--- src/rtl/pipe_ctrl.sv ---
// Pipeline sequencer: 3-entry EX/MA/WB write scoreboard with RAW stall, branch flush and halt/drain/resume.
// Outputs are combinational from registered state; no forwarding, so a reader waits until its writer leaves WB.
module pipe_ctrl #(
  parameter int GP_W      = 4,
  parameter int SR_W      = 2,
  parameter int FLUSH_CYC = 2
) (
  input  logic            iw_clk,
  input  logic            iw_rst,
  input  logic            iw_id_valid,
  input  logic [GP_W-1:0] iw_id_src_gp,
  input  logic            iw_id_src_gp_re,
  input  logic [GP_W-1:0] iw_id_tgt_gp,
  input  logic            iw_id_tgt_gp_re,
  input  logic            iw_id_tgt_gp_we,
  input  logic [SR_W-1:0] iw_id_src_sr,
  input  logic            iw_id_src_sr_re,
  input  logic [SR_W-1:0] iw_id_tgt_sr,
  input  logic            iw_id_tgt_sr_we,
  input  logic            iw_ex_branch_taken,
  input  logic            iw_halt_req,
  input  logic            iw_resume,
  output logic            ow_stall,
  output logic            ow_bubble_ex,
  output logic            ow_flush,
  output logic            ow_halted,
  output logic            ow_busy
);

  localparam int CNT_W = 3;

  typedef struct packed {
    logic            gp_v;
    logic [GP_W-1:0] gp_idx;
    logic            sr_v;
    logic [SR_W-1:0] sr_idx;
  } sb_ent_t;

  typedef enum logic [1:0] {ST_RUN, ST_FLUSH, ST_DRAIN, ST_HALT} state_t;

  state_t           state_q, state_d;
  logic [CNT_W-1:0] cnt_q, cnt_d;
  sb_ent_t          sb_q [3];  // 0 = EX, 1 = MA, 2 = WB
  sb_ent_t          sb_ex_d;
  logic             hazard;
  logic             issue;
  logic             busy;

  // An entry leaving WB still blocks: the register file writes at the end of that cycle.
  always_comb begin
    hazard = 1'b0;
    busy   = 1'b0;
    for (int i = 0; i < 3; i++) begin
      if (sb_q[i].gp_v &&
          ((iw_id_src_gp_re && (sb_q[i].gp_idx == iw_id_src_gp)) ||
           (iw_id_tgt_gp_re && (sb_q[i].gp_idx == iw_id_tgt_gp))))
        hazard = 1'b1;
      if (sb_q[i].sr_v && iw_id_src_sr_re && (sb_q[i].sr_idx == iw_id_src_sr))
        hazard = 1'b1;
      if (sb_q[i].gp_v || sb_q[i].sr_v)
        busy = 1'b1;
    end
  end

  always_comb begin
    state_d  = state_q;
    cnt_d    = cnt_q;
    issue    = 1'b0;
    ow_stall = 1'b0;
    ow_flush = 1'b0;
    case (state_q)
      ST_RUN: begin
        issue    = iw_id_valid & ~hazard & ~iw_ex_branch_taken;
        ow_stall = iw_id_valid & hazard & ~iw_ex_branch_taken;
        ow_flush = iw_ex_branch_taken;
        if (iw_ex_branch_taken) begin
          state_d = ST_FLUSH;
          cnt_d   = CNT_W'(FLUSH_CYC - 1);
        end else if (iw_halt_req) begin
          state_d = ST_DRAIN;
        end
      end
      ST_FLUSH: begin
        if (cnt_q == '0)
          state_d = iw_halt_req ? ST_DRAIN : ST_RUN;
        else
          cnt_d = cnt_q - CNT_W'(1);
      end
      ST_DRAIN: begin
        ow_stall = 1'b1;
        if (!busy)
          state_d = ST_HALT;
      end
      ST_HALT: begin
        ow_stall = 1'b1;
        if (iw_resume)
          state_d = ST_RUN;
      end
      default: state_d = ST_RUN;
    endcase
  end

  always_comb begin
    sb_ex_d = '0;
    if (issue) begin
      sb_ex_d.gp_v   = iw_id_tgt_gp_we;
      sb_ex_d.gp_idx = iw_id_tgt_gp;
      sb_ex_d.sr_v   = iw_id_tgt_sr_we;
      sb_ex_d.sr_idx = iw_id_tgt_sr;
    end
  end

  always_ff @(posedge iw_clk or posedge iw_rst) begin
    if (iw_rst) begin
      state_q <= ST_RUN;
      cnt_q   <= '0;
      for (int i = 0; i < 3; i++)
        sb_q[i] <= '0;
    end else begin
      state_q <= state_d;
      cnt_q   <= cnt_d;
      sb_q[2] <= sb_q[1];
      sb_q[1] <= sb_q[0];
      sb_q[0] <= sb_ex_d;
    end
  end

  assign ow_bubble_ex = ~issue;
  assign ow_halted    = (state_q == ST_HALT);
  assign ow_busy      = busy;

endmodule

--- config.mk ---
export PLATFORM = sky130hd
export DESIGN_NAME = pipe_ctrl
export DESIGN_NICKNAME = d
export VERILOG_FILES = /design/src/rtl/pipe_ctrl.sv
export SDC_FILE = /design/constraint.sdc
export NUM_CORES = 1
export LEC_CHECK = 0
export BUFFER_PORTS_ARGS = -buffer_cell sky130_fd_sc_hd__buf_2
export CELL_PAD_IN_SITES_DETAIL_PLACEMENT = 1
export CELL_PAD_IN_SITES_GLOBAL_PLACEMENT = 2
export CORE_MARGIN = 2
export CORE_UTILIZATION = 35
export CTS_CLUSTER_DIAMETER = 150
export DETAILED_ROUTE_END_ITERATION = 16
export PLACE_DENSITY = 0.78
export SETUP_SLACK_MARGIN = 0.3
export SLEW_MARGIN = 40
export SYNTH_ARGS = -nofsm -noshare
export SYNTH_HDL_FRONTEND = slang
export SYNTH_SLANG_ARGS = --single-unit
--- constraint.sdc ---
create_clock -name iw_clk -period 2.25 [get_ports iw_clk]
set_clock_uncertainty 0.05 [all_clocks]
set_input_delay 0.3375 -clock iw_clk [delete_from_list [all_inputs] [get_ports iw_clk]]
set_output_delay 0.3375 -clock iw_clk [all_outputs]
set_load 0.1 [all_outputs]
# [Word level (Yosys, flattened, before mapping)]
# Cells that the tools add are included.
[word_totals] ff_bits=29 output_inout_bits=5
[op_classes] addsub=1 eq_ne=18 mux=23 bitwise_logic=7 reduce_logical=27
[ops] op="equality test 4 bit" count=6
[ops] op="logical AND 1 bit" count=15
[ops] op="two-way mux 2 bit" count=6
[ops] op="two-way mux 1 bit" count=11
[ops] op="!= test 2 bit, second input constant" count=5
[ops] op="two-way mux 8 bit" count=1
[ops] op="one-hot mux 2 bit (4 select lines)" count=1
[ops] op="equality test 2 bit" count=3
[ops] op="logical OR 1 bit" count=6
[ops] op="two-way mux 3 bit" count=2
[ops] op="one-hot mux 3 bit (2 select lines)" count=1
[ops] op="AND 1 bit" count=4
[ops] op="equality test 2 bit, second input constant" count=2
[ops] op="AND reduction 4 bit" count=1
[ops] op="logical NOT 3 bit" count=1
[ops] op="!= test 3 bit, second input constant" count=1
[ops] op="NOT 1 bit" count=3
[ops] op="AND reduction 3 bit" count=1
[ops] op="subtractor 3 x 1 -> 3 bit, second input constant" count=1
[ops] op="equality test 2 x 1 -> 1 bit, second input constant" count=1
[ops] op="logical NOT 2 bit" count=1
[ops] op="one-hot mux 1 bit (2 select lines)" count=1
[ops] op="nonzero test 2 bit" count=1
[ops] op="OR reduction 2 bit" count=1

# [Depth between registers and ports, before layout]
# Gate-level depths: netlist of the first run.
[logic_depth] ltp_word=15 depth_mapped=6

# [Worst setup path after synthesis of the first run]
# Ideal clock, no wire load.
[synth_path] path_type="reg2out" start="register state_q[1]" end="output port ow_flush" t_arrival_ns=2.800 required_time_ns=1.862 path_slack_ns=-0.938 path_stages_with_launch=3 path_cell_list="dfrtp_1 -> clkbuf_1 -> nor3b_1"
[synth_via] elab_chain_cells=2
[synth_lines] element="start, declared" line_no="41" rtl="state_t state_q, state_d;"
[synth_lines] element="start signal, assigned" line_no="120" rtl="state_q <= state_d;"
[synth_lines] element="logical NOT 2 bit" line_no="71" rtl="case (state_q)"
[synth_lines] element="two-way mux 1 bit" line_no="71"
[synth_lines] element="end, declared" line_no="25" rtl="output logic ow_flush,"
# Every way passes these cells.

# [Worst setup path in the final report of the first run]
[layout_path] start="register sb_q[9] (netlist name)" end="output port ow_bubble_ex"
[layout_via] elab_chain_cells=10
[layout_lines] element="start, declared" line_no="43" rtl="sb_ent_t sb_q [3];"
[layout_lines] element="equality test 2 bit" line_no="58" rtl="if (sb_q[i].sr_v && iw_id_src_sr_re && (sb_q[i].sr_idx == iw_id_src_sr))"
[layout_lines] element="logical AND 1 bit" line_no="58"
[layout_lines] element="two-way mux 1 bit" line_no="58"
[layout_lines] element="two-way mux 1 bit" line_no="54" rtl="if (sb_q[i].gp_v &&"
[layout_lines] element="two-way mux 1 bit" line_no="58"
[layout_lines] element="NOT 1 bit" line_no="73" rtl="issue = iw_id_valid & ~hazard & ~iw_ex_branch_taken;"
[layout_lines] element="AND 1 bit (2 in series)" line_no="73"
[layout_lines] element="two-way mux 1 bit" line_no="71"
[layout_lines] element="NOT 1 bit" line_no="128" rtl="assign ow_bubble_ex = ~issue;"
[layout_lines] element="end, declared" line_no="24" rtl="output logic ow_bubble_ex,"
# Every way passes these cells.

==> summary.md, run 1 <==
| Metric | Value |
|---|---|
| Synth area leader | sky130_fd_sc_hd__dfrtp_1 |
| Time the final worst path needs with I/O delays and setup | 2.326 ns |
| Net count of the mapped netlist | 157 |
| Post-synthesis async set-or-reset flop share | 100.0% |
| Commonest cells in the synthesized netlist | sky130_fd_sc_hd__dfrtp_1 (29), sky130_fd_sc_hd__xor2_1 (19), sky130_fd_sc_hd__nand2_1 (10) |
| Flip-flop cell with the highest count after synthesis | sky130_fd_sc_hd__dfrtp_1 |
| Max Transition Viols Final | 0 |
| Leading cell types by total area after synthesis | sky130_fd_sc_hd__dfrtp_1 (49%), sky130_fd_sc_hd__xor2_1 (11%), sky130_fd_sc_hd__nor4b_1 (5.3%) |
| Largest fanout on the critical path | 3 |
| Cell with the most instances after synthesis | sky130_fd_sc_hd__dfrtp_1 |
| Weighted congestion reported at the end of routability-driven placement | 0.7269 |
| Number of max-cap violations | 0 |
| Worst-case hold slack | 0.07191 ns |
| Count of yosys warnings during synthesis | 0 |
| Final wirelength | 3714 um |
| Final Hold Fails | 0 |
| Area delta synth->final | 34.26% |
| Worst slew pin tran | 0.5576 ns |
| Die Y | 69.01 um |
| Critical Path AT | 1.94 ns |
| Finished Layout Cells | 223 |
| Number of cells produced by synthesis | 132 |
| Number of global-route vias before repair | 1299 |
| Leak Pwr | 0.9366 nW |
| Layout cell share with drive strength beyond 1 | 35.26% |
| Die Area | 0.004762 mm^2 |
| FF+latch count, synth | 29 |
| Count of buffers from port buffering | 27 |
| Largest net degree at the start of global routing | 30 |
| Root buffer cell | sky130_fd_sc_hd__clkbuf_8 |
| Initial core utilization | 36.71% |
| Worst slew margin relative to its limit | 62.48% |
| Post-synthesis instance area | 0.001479 mm^2 |
| Part of the cycle the worst path needs | 103.4% |
| CTS clock-pin slew for the worst setup and hold paths | 0.06 ns |
| Global route total overflow | 0 |
| Multi-input gate area | 837.1 um^2 |
| Count of antenna diodes in the layout | 0 |
| Synth Area per Inst | 11.20 um^2 |
| Number of remaining DRC errors | 0 |
| Post-DP HPWL | 2724 um |
| Standard cell with the maximum stage delay on the critical path | sky130_fd_sc_hd__dfrtp_1 |
| Portion of synthesized cell area occupied by the leading cell type | 49.07% |
| WL per Instance | 16.65 um |
| Placed cells | 213 |
| Fillcell total | 440 |
| TritonRoute pass-1 iters | 4 |
| Pwr/cell area | 961.3 mW/mm^2 |
| Worst IR Drop VDD | 0.4623 mV |
| Portion of the post-synthesis area used by sequential elements | 49.07% |
| Type of the tightest min-delay check | in2async |
| Wire length of the first global-routing pass | 6237 um |
| H-tree levels | 2 |
| Antenna violations before repair | 0 |
| Setup Total Neg Slack | -0.1311 ns |
| Cell family with most CP delay | simple AND/OR/NAND/NOR gates |
| Required time worst endpoint | 1.86 ns |
| Setup Crit Path Kind | reg2out |
| Critical path startpoint category | register |
| Final worst-path setup slack | -0.07646 ns |
| Number of cell rows | 23 |
| Number of DRC markers in iteration 0 | 19 |
| TritonCTS clock tree | built |
| Register cell area after layout | 725.7 um^2 |
| Combined buffer and inverter count along the critical path | 1 |
| Final setup fails | 2 |
| Clock Latency Late Sink | 0.27 ns |
| Post-synth EDFFs | 0 |
| DR vias | 1199 |
| Placeable core area | 0.004029 mm^2 |
| Result of the run | finished with violations |
| Final core utilization | 49.29% |
| Number of unique standard cell types used by synthesis | 34 |
| Violated checks | negative setup slack |
| Number of nets still failing antenna checks after routing | 0 |
| CP Capture Type | primary output |
| Horiz. Die Dim | 69.01 um |
| Overall fraction of global-route tracks in use | 16.61% |
| Setup repair after global routing missed its margin | true |
| Number of buffers inserted during clock tree synthesis | 5 |
| Maximum achievable frequency | 429.8 MHz |
| Total number of nets in the final design | 198 |
| Total number of clock tree sinks | 29 |
| Number of top-level pins | 28 |
| Worst-path cell chain | xor2_2 -> nor3_2 -> nor4_4 -> nand3_4 -> or3_4 -> buf_12 |
| Drt via density | 5.377 |
| Largest buffer count on any clock path | 2 |
| Post-CTS Hold Fix Bufs | 0 |
| Largest incremental delay on the critical path | 0.41 ns |
## worst reg2reg max path, stage by stage, from the launching register on
cell and delay, ns:
sky130_fd_sc_hd__dfrtp_1 0.41, sky130_fd_sc_hd__xor2_2 0.20, sky130_fd_sc_hd__nor3_2 0.09, sky130_fd_sc_hd__nor4_4 0.31, sky130_fd_sc_hd__nand3_4 0.12, sky130_fd_sc_hd__buf_4 0.15, sky130_fd_sc_hd__buf_4 0.12, sky130_fd_sc_hd__buf_6 0.14
sky130_fd_sc_hd__nor4b_1 0.30
## cell families (layout without fill, tap and decap cells)
group	after synthesis	in the layout	share of synthesized area [%]
buffers and inverters	11	52	2.792
AO/OA/AOI/OAI	17	17	9.053
multiplexers	1	1	0.7614
adder cells (fa/ha/maj)	2	2	1.692
XOR/XNOR	25	25	14.81
flip-flops	29	29	49.07
AND/OR/NAND/NOR	47	47	21.83
## power by group
group	internal (mW)	total, mW	switching [mW]	leakage (nW)
clock network	0.242	0.419	0.177	0.0443
registers	0.599	0.664	0.0648	0.392
logic	0.293	0.826	0.533	0.500
total	1.13	1.91	0.774	0.937
## metrics by stage
step	setup WS (ns)	total power [mW]	area, um^2
2_1_floorplan	0.2010	1.274	1533
3_3_place_gp	0.05320	1.445	1773
3_5_place_dp	0.02384	1.476	1773
4_1_cts	-0.05380	1.918	1909
5_1_grt	-0.1437	2.029	1986
6_report	-0.07646	1.909	1986
## cell type report
type / instances / area share, %
multi-input combinational: 92 / 42.16
sequential: 29 / 36.55
timing repair buffer: 36 / 12.10
clock buffer: 7 / 4.348
tap: 50 / 3.151
inverter: 9 / 1.701
## worst paths after layout
check / endpoint / cells past startpoint / start / slack, ns
worst min-delay path: sb_q[10] / 3 / iw_rst / 0.07
worst min register to register: sb_q[8] / 0 / sb_q[16] / 0.35
worst max-delay path: ow_bubble_ex / 6 / sb_q[9] / -0.08
min in group iw_clk: sb_q[18] / 2 / iw_id_tgt_sr_we / 0.28
worst max register to register: sb_q[18] / 8 / sb_q[9] / 0.25
max in group asynchronous: sb_q[22] / 3 / iw_rst / 1.81
## registers in the layout (all words and copies together), names as in the netlist
signal   count
cnt_q        3
state_q      2
sb_q        24
## cell usage in the layout, fill, tap and decap left out, types with 2 or more instances in the layout
cell,synthesis,layout
sky130_fd_sc_hd__buf_12,0,2
sky130_fd_sc_hd__nor3_1,8,6
sky130_fd_sc_hd__ha_1,2,2
sky130_fd_sc_hd__a21boi_0,2,2
sky130_fd_sc_hd__o21ai_0,4,4
sky130_fd_sc_hd__dfrtp_1,29,29
sky130_fd_sc_hd__buf_4,0,7
sky130_fd_sc_hd__xor2_1,19,16
sky130_fd_sc_hd__nand4b_1,2,2
sky130_fd_sc_hd__nor4b_2,0,3
sky130_fd_sc_hd__nor4b_4,0,3
sky130_fd_sc_hd__buf_2,0,25
sky130_fd_sc_hd__nor4_4,2,2
sky130_fd_sc_hd__buf_6,0,2
sky130_fd_sc_hd__nor2_1,2,2
sky130_fd_sc_hd__xnor2_1,6,6
sky130_fd_sc_hd__nand2_1,10,10
sky130_fd_sc_hd__nor4_1,4,4
sky130_fd_sc_hd__nand4_1,4,4
sky130_fd_sc_hd__nor4b_1,9,3
sky130_fd_sc_hd__inv_1,9,9
sky130_fd_sc_hd__nor3_2,0,2
sky130_fd_sc_hd__clkbuf_8,0,6
sky130_fd_sc_hd__xor2_2,0,3
## routing by layer
metal / share of wire, % / GRT usage (%)
met4: 1.5 / 6.754
met2: 53 / 28.21
met1: 42 / 19.61
met3: 4.0 / 4.825
met5: 0 / 0
## repair_timing
| item | 4_1_cts | 5_1_grt |
|---|---|---|
| setup endpoints to repair | 2 | 10 |
| buffers inserted | 2 | 1 |
| pin swaps | 4 | 3 |
| resized for setup | 7 | 11 |
| hold endpoints to repair | 0 | 0 |
Power figures use the tool's default switching activity.
==> inputs of run 2 (changes only) <==
CTS_BUF_LIST = sky130_fd_sc_hd__clkbuf_4 sky130_fd_sc_hd__clkbuf_8 sky130_fd_sc_hd__clkbuf_16   (was default)
==> run 2 against run 1 <==
Against the previous run:
- the flow still finishes with violations (negative setup slack)
- clock power increased by 3%
- first-iteration DRC count decreased by 5.3%
- critical path depth unchanged
- global-route usage unchanged
- fmax about the same
- cell area increased by 0.19%
- power increased by 0.63%
- combinational power about the same
- register-to-register slack about the same
- setup slack about the same
- via count decreased by 0.75%
- cell count unchanged
- largest cell class unchanged
- largest power group unchanged
- highest routed layer unchanged
==> summary.md, run 2 (synthesis gave the netlist of run 1 again) <==
| Metric | Value |
|---|---|
| Post-CTS Hold Fix Bufs | 0 (unchanged) |
| Final setup fails | 2 (unchanged) |
| Drt via density | 5.336 (-0.75%) |
| TritonRoute pass-1 iters | 4 (unchanged) |
| WL per Instance | 16.65 um (unchanged) |
| Critical Path AT | 1.94 ns (about the same) |
| Maximum achievable frequency | 429.8 MHz (about the same) |
| Number of max-cap violations | 0 (unchanged) |
| Die Y | 69.01 um (unchanged) |
| Worst setup slack for register-to-register paths | 0.25 ns (about the same) |
| Number of global-route vias before repair | 1299 (unchanged) |
| Logic depth of the worst path, buffers included | 6 (unchanged) |
| Worst IR Drop VDD | 0.4623 mV (about the same) |
| Most common cell after layout, fill and taps aside | sky130_fd_sc_hd__dfrtp_1 |
| Worst slew margin relative to its limit | 62.48% (unchanged) |
| Worst slew pin tran | 0.5576 ns (unchanged) |
| Largest incremental delay on the critical path | 0.41 ns (about the same) |
| Root buffer cell | sky130_fd_sc_hd__clkbuf_8 |
| Number of buffers inserted during clock tree synthesis | 5 (unchanged) |
| DR vias | 1190 (-0.75%) |
| Final worst-path setup slack | -0.07646 ns (+0.000003800 ns) |
| Required time worst endpoint | 1.86 ns (about the same) |
| Part of the cycle the worst path needs | 103.4% (about the same) |
| Count of antenna diodes in the layout | 0 (unchanged) |
| Die Area | 0.004762 mm^2 (unchanged) |
| CP Capture Type | primary output |
| Type of the tightest min-delay check | in2async |
| Total number of nets in the final design | 198 (unchanged) |
| Combined buffer and inverter count along the critical path | 1 (unchanged) |
| Critical path startpoint category | register |
| Time the final worst path needs with I/O delays and setup | 2.326 ns (-0.000003800 ns) |
| Number of top-level pins | 28 (unchanged) |
| Largest buffer count on any clock path | 2 (unchanged) |
| TritonCTS clock tree | built |
| Most frequent cells in the layout | sky130_fd_sc_hd__dfrtp_1 (29), sky130_fd_sc_hd__buf_2 (25), sky130_fd_sc_hd__xor2_1 (16) |
| Global route total overflow | 0 (unchanged) |
| Setup Crit Path Kind | reg2out |
| Final Hold Fails | 0 (unchanged) |
| Number of nets still failing antenna checks after routing | 0 (unchanged) |
| Standard cell with the maximum stage delay on the critical path | sky130_fd_sc_hd__dfrtp_1 |
| Antenna violations before repair | 0 (unchanged) |
| H-tree levels | 2 (unchanged) |
| Number of remaining DRC errors | 0 (unchanged) |
| Total power of the final layout | 1.921 mW (+0.63%) |
| Placed cells | 213 (unchanged) |
| Largest fanout on the critical path | 3 (unchanged) |
| Number of cell rows | 23 (unchanged) |
| Number of DRC markers in iteration 0 | 18 (-1) |
| Setup repair after global routing missed its margin | true |
| Post-DP HPWL | 2724 um (unchanged) |
| Area delta synth->final | 34.52% |
| Initial core utilization | 36.71% (unchanged) |
| Worst reg2reg path depth | 8 (unchanged) |
| Cell family with most CP delay | simple AND/OR/NAND/NOR gates |
| Largest register by flop count | sb_q |
| Placed standard-cell area | 0.001773 mm^2 (unchanged) |
| Violated checks | negative setup slack |
| Wire length of the first global-routing pass | 6237 um (unchanged) |
| Pwr/cell area | 965.5 mW/mm^2 (+0.44%) |
| Total number of clock tree sinks | 29 (unchanged) |
| Leak Pwr | 0.9400 nW (+0.37%) |
| Number of flip-flops under the largest register name | 24 (unchanged) |
| Largest net degree at the start of global routing | 30 (unchanged) |
| Max Transition Viols Final | 0 (unchanged) |
| Count of buffers from port buffering | 27 (unchanged) |
| Overall fraction of global-route tracks in use | 16.61% (unchanged) |
| CTS clock-pin slew for the worst setup and hold paths | 0.06 ns (about the same) |
| Worst-path cell chain | xor2_2 -> nor3_2 -> nor4_4 -> nand3_4 -> or3_4 -> buf_12 |
| Weighted congestion reported at the end of routability-driven placement | 0.7269 (unchanged) |
| Placeable core area | 0.004029 mm^2 (unchanged) |
| Horiz. Die Dim | 69.01 um (unchanged) |
| Finished Layout Cells | 223 (unchanged) |
| Layout cell share with drive strength beyond 1 | 35.84% (+0.58 points) |
| Clock Latency Late Sink | 0.27 ns (about the same) |
| Finished Cell Area | 0.001989 mm^2 (+0.19%) |
| Final wirelength | 3714 um (unchanged) |
| Result of the run | finished with violations |
| Largest registers | sb_q (24), cnt_q (3), state_q (2) |
-- run 2: cell counts in the layout (fill, tap and decap cells not counted) --
Identical to the previous run, type by type.
-- run 2: area by class of cell --
class                      count  area, um^2
inverter                       9       33.78
timing repair buffer          36       240.2
fill                         440        2039
tap                           50       62.56
sequential                    29       725.7
clock buffer                   7       90.09
multi-input combinational     92       837.1
-- run 2: report_power, final --
group | leakage (nW) | switching [mW] | total, mW | internal [mW]
Combinational | 0.500 | 0.533 | 0.826 | 0.293
Sequential | 0.392 | 0.0649 | 0.664 | 0.599
Clock | 0.0477 | 0.177 | 0.430 | 0.254
-- run 2: layer usage --
layer	part of all wire (%)	vias to the layer above	global-route usage [%]	routed length (um)
li1	-	552	-	-
met1	42	599	19.61	1560
met2	53	33	28.21	1952
met3	3.9	6	4.825	146
met4	1.5	0	6.754	54
met5	0	-	0	0
-- run 2: worst min-delay path, cell delays in order --
cell                    delay (ns)
sky130_fd_sc_hd__buf_2        0.09
sky130_fd_sc_hd__inv_1        0.04
sky130_fd_sc_hd__buf_4        0.33
-- run 2: stage by stage --
step	worst slack (ns)	hold WS (ns)	TNS (ns)	util (%)
floorplan	0.2010	0.3215	0	-
global placement	0.05320	0.3328	0	44.01
detailed placement	0.02384	0.3360	0	44.01
CTS	-0.05380	0.08371	-0.08507	47.48
global route	-0.1437	0.1090	-0.2556	49.38
finish	-0.07646	0.07234	-0.1311	49.38
-- run 2: worst paths after layout --
kind | from | to
min in group iw_clk | iw_id_tgt_sr_we | sb_q[18]
max in group asynchronous | iw_rst | sb_q[3]
max | sb_q[9] | ow_bubble_ex
min reg2reg | sb_q[16] | sb_q[8]
max reg2reg | sb_q[9] | sb_q[18]
min | iw_rst | sb_q[10]
-- run 2: repair_timing --
item,CTS,global route
gates resized for setup,7,11
pin swaps,4,3
setup buffers,2,1
setup endpoints to repair,2,10
cloned,0,0
